### src/rtl/aes_key_sched_ctrl.sv
`default_nettype none
// ============================================================================
// Module  : aes_key_sched_ctrl
// Brief   : Sequences the AES key expander and serves one round key per round
//           to the cipher core over a valid/ready handshake.
// Rev     : 1.0  initial release
// ============================================================================

module aes_key_sched_ctrl #(
    parameter bit AES192Enable = 1'b1
) (
    input  logic         clk_i,
    input  logic         rst_ni,
    input  logic         start_i,
    output logic         ready_o,
    input  logic         op_i,
    input  logic [2:0]   key_len_i,
    input  logic [255:0] key_i,
    input  logic         clear_i,
    output logic         exp_op_o,
    output logic         exp_step_o,
    output logic         exp_clear_o,
    output logic [3:0]   exp_round_o,
    output logic [2:0]   exp_key_len_o,
    output logic [255:0] exp_key_o,
    input  logic [255:0] exp_key_i,
    output logic         rk_valid_o,
    input  logic         rk_ready_i,
    output logic [127:0] rk_o,
    output logic [3:0]   rk_round_o,
    output logic         done_o,
    output logic         err_o
);

    typedef enum logic [2:0] {
        IDLE       = 3'd0,
        INIT       = 3'd1,
        DEC_FWD    = 3'd2,
        DEC_SWITCH = 3'd3,
        SERVE      = 3'd4
    } state_e;

    localparam logic c_CIPH_FWD = 1'b0;
    localparam logic c_CIPH_INV = 1'b1;

    state_e         r_state, w_state_d;
    logic [255:0]   r_key, w_key_d;
    logic [3:0]     r_round, w_round_d;
    logic           r_op, w_op_d;
    logic [2:0]     r_len, w_len_d;
    logic           r_done, w_done_d;
    logic           r_err, w_err_d;
    logic [3:0]     w_nr;
    logic           w_len192_ok;
    logic           w_len_valid;

    if (AES192Enable) begin : g_aes192_on
        assign w_len192_ok = 1'b1;
    end else begin : g_aes192_off
        assign w_len192_ok = 1'b0;
    end

    assign w_len_valid = (key_len_i == 3'b001) || (key_len_i == 3'b100) ||
                         ((key_len_i == 3'b010) && w_len192_ok);

    assign w_nr = r_len[2] ? 4'd14 : (r_len[1] ? 4'd12 : 4'd10);

    assign exp_round_o   = r_round;
    assign rk_round_o    = r_round;
    assign exp_key_len_o = r_len;
    assign exp_key_o     = r_key;
    assign rk_o          = r_key[127:0];
    assign done_o        = r_done;
    assign err_o         = r_err;

    always_comb begin
        w_state_d   = r_state;
        w_key_d     = r_key;
        w_round_d   = r_round;
        w_op_d      = r_op;
        w_len_d     = r_len;
        w_done_d    = 1'b0;
        w_err_d     = 1'b0;
        ready_o     = 1'b0;
        rk_valid_o  = 1'b0;
        exp_step_o  = 1'b0;
        exp_clear_o = 1'b0;
        exp_op_o    = c_CIPH_FWD;

        case (r_state)
            IDLE: begin
                ready_o = 1'b1;
                if (start_i) begin
                    if (w_len_valid) begin
                        w_key_d   = key_i;
                        w_op_d    = op_i;
                        w_len_d   = key_len_i;
                        w_round_d = 4'd0;
                        w_state_d = INIT;
                    end else begin
                        w_err_d = 1'b1;
                    end
                end
            end
            INIT: begin
                exp_clear_o = 1'b1;
                w_state_d   = (r_op == c_CIPH_INV) ? DEC_FWD : SERVE;
            end
            DEC_FWD: begin
                // Walk forward to the last encryption round key before serving.
                exp_step_o = 1'b1;
                w_key_d    = exp_key_i;
                if (r_round == (w_nr - 4'd1)) begin
                    w_round_d = 4'd0;
                    w_state_d = DEC_SWITCH;
                end else begin
                    w_round_d = r_round + 4'd1;
                end
            end
            DEC_SWITCH: begin
                exp_clear_o = 1'b1;
                exp_op_o    = c_CIPH_INV;
                w_state_d   = SERVE;
            end
            SERVE: begin
                rk_valid_o = 1'b1;
                exp_op_o   = r_op;
                if (rk_ready_i) begin
                    if (r_round == w_nr) begin
                        w_key_d   = '0;
                        w_round_d = 4'd0;
                        w_done_d  = 1'b1;
                        w_state_d = IDLE;
                    end else begin
                        exp_step_o = 1'b1;
                        w_key_d    = exp_key_i;
                        w_round_d  = r_round + 4'd1;
                    end
                end
            end
            default: begin
                w_state_d = IDLE;
            end
        endcase

        // Abort overrides any start, handshake or step decided above.
        if (clear_i) begin
            w_state_d   = IDLE;
            w_key_d     = '0;
            w_round_d   = 4'd0;
            w_op_d      = r_op;
            w_len_d     = r_len;
            w_done_d    = 1'b0;
            w_err_d     = 1'b0;
            exp_step_o  = 1'b0;
            exp_clear_o = 1'b1;
        end
    end

    always_ff @(posedge clk_i or negedge rst_ni) begin
        if (!rst_ni) begin
            r_state <= IDLE;
        end else begin
            r_state <= w_state_d;
        end
    end

    always_ff @(posedge clk_i or negedge rst_ni) begin
        if (!rst_ni) begin
            r_key   <= '0;
            r_round <= 4'd0;
            r_op    <= 1'b0;
            r_len   <= 3'b000;
            r_done  <= 1'b0;
            r_err   <= 1'b0;
        end else begin
            r_key   <= w_key_d;
            r_round <= w_round_d;
            r_op    <= w_op_d;
            r_len   <= w_len_d;
            r_done  <= w_done_d;
            r_err   <= w_err_d;
        end
    end

endmodule

`default_nettype wire

### config.mk
export PLATFORM = sky130hd
export DESIGN_NAME = aes_key_sched_ctrl
export DESIGN_NICKNAME = d
export VERILOG_FILES = /design/src/rtl/aes_key_sched_ctrl.sv
export SDC_FILE = /design/constraint.sdc
export NUM_CORES = 1
export LEC_CHECK = 0
export ABC_AREA = 0
export CORE_AREA = 5 5 361 363
export CTS_BUF_LIST = sky130_fd_sc_hd__clkbuf_8
export DETAILED_ROUTE_END_ITERATION = 12
export DIE_AREA = 0 0 366 368
export SYNTH_ARGS = -nofsm -noshare
export SYNTH_HDL_FRONTEND = slang
export SYNTH_SLANG_ARGS = --single-unit
export TNS_END_PERCENT = 10
### constraint.sdc
create_clock -name clk_i -period 5.9 [get_ports clk_i]
set_input_delay 1.18 -clock clk_i [delete_from_list [all_inputs] [get_ports clk_i]]
set_output_delay 1.18 -clock clk_i [all_outputs]
set_load 0.1 [all_outputs]
======== Word level (Yosys, flattened, before mapping) ========
Cells that the tools add are included.
storage, ports and cells
  output and inout port bits .............. 402
  input bits .............................. 521
  bits in registers ....................... 269
  word-level logic and storage cells ...... 72
operators by class
  bitwise operators ....................... 1
  eq/ne operators ......................... 14
  reductions and logical operators ........ 8
  add/sub/neg operators ................... 2
  muxes and demuxes ....................... 40
operators by type and width
  cell                                                                   count
  256-bit two-way mux                                                    5
  256-bit case mux with 3 select lines                                   1
  3-bit two-way mux                                                      9
  4-bit two-way mux                                                      6
  1-bit two-way mux                                                      15
  3-bit != test, second input constant                                   5
  3-bit case mux with 5 select lines                                     1
  4-bit case mux with 3 select lines                                     1
  3-bit by 2-bit equality test with 1-bit output, second input constant  3
  4-bit equality test                                                    2
  4-bit AND reduction                                                    2
  3-bit by 1-bit equality test with 1-bit output, second input constant  2
  3-bit equality test, second input constant                             2
  5-bit AND reduction                                                    1
  4-bit by 1-bit adder with 4-bit output, second input constant          1
  1-bit case mux with 2 select lines                                     2
  4-bit nonzero test                                                     1
  4-bit by 1-bit subtractor with 4-bit output, second input constant     1
  3-bit logical NOT                                                      1
  1-bit logical OR                                                       2
  2-bit OR reduction                                                     1
  1-bit inverter                                                         1

======== Longest topological paths before layout ========
  depth in word-level cells ............... 7
  gate-level depth with buffers ........... 8
  mapped depth without buffers ............ 5

======== Worst setup path before layout ========
OpenSTA, ideal clock, no wires.
  kind .................................... flip-flop to output port
  start point ............................. register r_round[2] (netlist: exp_round_o[2])
  end point ............................... output exp_step_o
  path slack .............................. 1.263 ns
  data arrival time ....................... 3.457 ns
  cell stages (with the launch flop) ...... 6
  buffers on the path ..................... 1
  data required time ...................... 4.720 ns
  cell sequence ........................... dfrtp_1 -> nor4b_1 -> o311ai_2 -> buf_2 -> nand4b_1 -> a21boi_1
on the way
  cells in the longest elaborated chain, start to end .. 5
RTL lines
  what                                RTL line  RTL
  start, declared                     48        logic [3:0] r_round, w_round_d;
  start signal, assigned              178       r_round <= w_round_d;
  4-bit equality test                 129       if (r_round == w_nr) begin
  1-bit two-way mux                   129
  1-bit two-way mux                   128       if (rk_ready_i) begin
  1-bit case mux with 2 select lines  90        case (r_state)
  1-bit two-way mux                   147       if (clear_i) begin
  end, declared                       21        output logic exp_step_o,
Every way passes these cells.

======== Worst setup path after layout ========
  start point ............................. register r_state[2]
  end point ............................... output exp_op_o
on the way
  cells in the longest elaborated chain, start to end .. 2
  elaborated cells between the ends (all ways) .. 3
  those cells by class .................... eq/ne (2); mux (1)
RTL lines
  what                                                                                   RTL line  RTL
  start, declared                                                                        46        state_e r_state, w_state_d;
  start signal, assigned                                                                 164       r_state <= w_state_d;
  3-bit equality test or 3-bit by 2-bit equality test with 1-bit output (tied branches)  90
  1-bit case mux with 2 select lines (*)                                                 90
  end, declared                                                                          20        output logic exp_op_o,
Mark *: on every way between the ends. The rest lies on a longest branch, timed or not.

==> summary.md <==
| Metric | Value |
|---|---|
| H-Tree Depth | 2 |
| CP Max Fanout | 19 |
| Syn. warnings | 0 |
| PortBufs | just over 900 |
| GR Util All Layers | 0.162 |
| Synth cell types | just over 40 |
| RSZ-0062 raised after global routing | false |
| Clock Pin Slew Worst Setup and Hold Paths | ~0.06 ns |
| Leading area contributor after synthesis | dfrtp_1 |
| Status | finished clean |
| Slew margin rel. | 0.186 |
| Largest net degree at the start of global routing | 200 |
| Cts hold-fix bufs | 0 |
| Max Clock Freq | roughly 0.23 GHz |
| Tightest Hold Check Type | in -> async |
| Iter 0 DRT Violations | ~2,200 |
| Setup violators final | 0 |
| Measured slew at the worst slew-check pin | ~1.2 ns |
| Share of the synthesized area in the top cell type | 0.358 |
| MaxCap Viol Count | 0 |
| Final TNS setup | 0 ns |
| Worst stage delay on the critical path | ~1.2 ns |
| Initial antenna violation count | between 40 and 50 |
| CTS max path bufs | 3 |
| # Post-CTS Setup Buffers | 0 |
| Worst Path Arrival | 3.23 ns |
| Layout area overhead | 56.9% |
| Sequential fraction of the synthesis area | 0.358 |
| DR vias/cell | between 4 and 5 |
| Detailed Place HPWL | between 80,000 and 90,000 um |
| Post-Syn Area per Cell | around 7.4 um^2 |
| Post-synthesis cell count | approximately 2,500 |
| Netlist Area Pre-Place | 18,800 um^2 |
| Die X | 366 um |
| GPL Wtd Cong | between 0.8 and 0.9 |
| Row cnt | 131 |
| Remaining DRCs | 0 |
| Grt ovf | 0 |
| PwrDens | 333 nW/um^2 |
| Tmin final | 4.41 ns |
| Delay-heaviest family, CP | buffers and inverters |
| Final wirelength | around 120,000 um |
| Crit Path Class | reg -> out |
| Via Count | 22,700 |
| Final ANT Viol Nets | 0 |
| Later-pin clock latency in the skew report | between 0.7 and 0.8 ns |
| Worst setup path start | r_state[2] |
| WL/cell | 23.8 um |
| Fin Hold WS | ~0.43 ns |
| Critical Path End Type | output pin |
| Layout cell share with drive strength beyond 1 | 0.0587 |
| Post_cts resized | 0 |
| Post-route cell area | 29,500 um^2 |
| Worst-path cell chain | nand2_1, inv_1, a22o_1, clkdlybuf4s50_1 |
| Dpl cell area | 28,200 um^2 |
| CTS tree | done |
| Die area | around 130,000 um^2 |
| Tcrit/Tclk final | 0.748 |
| Pre-Repair DR Iteration Count | 6 |
| IO Pins | approximately 900 |
| CTS root buffer | clkbuf_8 |
| Leak Pwr | around 12 nW |
| RR Startpoint | r_state[1] |
| Core area | around 130,000 um^2 |
| Initial Util | 0.148 |
| Num CTS Buffers | 59 |
| Die extent in y | approximately 370 um |
| CP Launch Type | flop |
| Via count of the first global-routing pass | between 20,000 and 25,000 |
| Top cells by area, synth | dfrtp_1, nand2_1, a32o_1 |
| Syn Nets | 3,064 |
| Final Hold Vio Count | 0 |
| Nets | around 3,700 |
| Synthesized flop and latch total | between 200 and 300 |
| Buf+Inv Stages, Crit Path | 2 |
| Skew final | between 0.05 and 0.06 ns |
| First-pass GRT wire length | roughly 160,000 um |
| Slowest CP cell | clkdlybuf4s50_1 |
| Worst VDD drop | 0.174 mV |
| Slew Limit Fails | 0 |
| WP data required | 4.72 ns |
| CTS sink count | ~270 |
-- worst paths after layout --
path	slack, ns	cells past startpoint	end
worst max-delay path	1.49	4	exp_op_o
worst min-delay path	0.43	1	exp_key_o[31]
worst max register to register	2.60	6	exp_key_o[25]
worst min register to register	0.49	1	exp_key_o[165]
max in group asynchronous	4.16	2	exp_key_o[196]
min in group clk_i	0.49	1	exp_key_o[165]
-- logic make-up (layout without fill, tap and decap cells) --
logic type / Yosys count / in the layout / synth area share
AND/OR/NAND/NOR: 1323 / 1323 / 0.303
AO/OA/AOI/OAI: 543 / 543 / 0.216
buffers and inverters: 400 / 1062 / 0.120
flip-flops: 269 / 269 / 0.358
XOR/XNOR: 3 / 3 / 0.00140
multiplexers: 3 / 3 / 0.00180
adder cells (fa/ha/maj): 1 / 1 / 0.000665
other: 0 / 13 / 0
-- cell type report --
cell class / instances / area (um^2)
Timing Repair Buffer: 953 / 9520
Multi-Input combinational cell: 1873 / 9860
Sequential cell: 269 / 6740
Clock buffer: 77 / 1060
Tap cell: 1662 / 2080
Fill cell: 13900 / 97200
Clock inverter: 28 / 193
Antenna cell: 13 / 32.5
Inverter: 4 / 15.0
-- cells in the final DEF, fill, tap and decap left out, drive strengths merged, types with 2 or more instances in the layout --
master	Yosys	layout
clkdlybuf4s50	0	864
xnor2	3	3
bufinv	0	2
clkinv	0	7
dfrtp	269	269
nor4	2	2
o21ai	7	7
diode	0	13
nand3	514	514
nand2	775	775
o31ai	3	3
nor2	9	9
inv	4	22
a21oi	265	265
a21o	2	2
nor2b	5	5
and2	2	2
buf	234	89
clkbuf	162	77
and3	2	2
or2	2	2
a32o	257	257
nand2b	3	3
mux2	3	3
nor3	3	3
-- cell usage after synthesis --
cell type,n
or4b_1,1
buf_6,23
nor2_1,9
nand3_1,514
a32o_1,257
buf_4,139
xnor2_1,3
nor4b_1,1
o21ba_1,1
buf_1,25
a21boi_1,1
and2_1,2
and3_1,2
o31ai_1,3
a22oi_1,1
o2bb2ai_1,1
o311a_1,1
nand4b_1,1
o21ai_0,7
nand2b_1,3
nor4_1,2
buf_2,47
nor3_2,1
dfrtp_1,269
o311ai_2,1
a22o_1,1
nor2b_1,5
mux2_2,3
nand4_1,1
a21oi_1,265
a211oi_1,1
or2_2,2
clkbuf_1,162
and4b_1,1
inv_1,4
a21o_1,2
o21bai_1,1
ha_1,1
nand2_1,775
nor4bb_1,1
nor3_1,2
-- stage by stage --
step / power [W] / setup slack (ns) / std cells / utilization
2_1_floorplan: 0.00601 / 1.26 / 2542 / -
3_3_place_gp: 0.00757 / 1.91 / 4761 / 0.223
3_5_place_dp: 0.00759 / 1.91 / 4761 / 0.223
4_1_cts: 0.00995 / 1.44 / 4866 / 0.233
5_1_grt: 0.0102 / 1.33 / 4875 / 0.233
6_report: 0.00982 / 1.49 / 4879 / 0.233
-- registers in the layout, summed over array words and instances, names as in the netlist --
register,cells
exp_key_o,256
exp_round_o,4
exp_key_len_o,3
r_state,3
done_o,1
err_o,1
r_op,1
-- metal layers --
layer,up-vias,share of wire,GRT usage
li1,10200,-,-
met1,11200,0.38,0.192
met2,1130,0.48,0.273
met3,186,0.098,0.0558
met4,10,0.036,0.0558
met5,-,0.00059,0
-- where the power goes --
part	internal (W)	leakage [nW]	switching, W
registers	0.00207	3.66	0.000223
logic	0.00133	7.20	0.00393
clock network	0.00125	0.711	0.00102
total	0.00465	11.6	0.00517
Power figures use the tool's default switching activity.
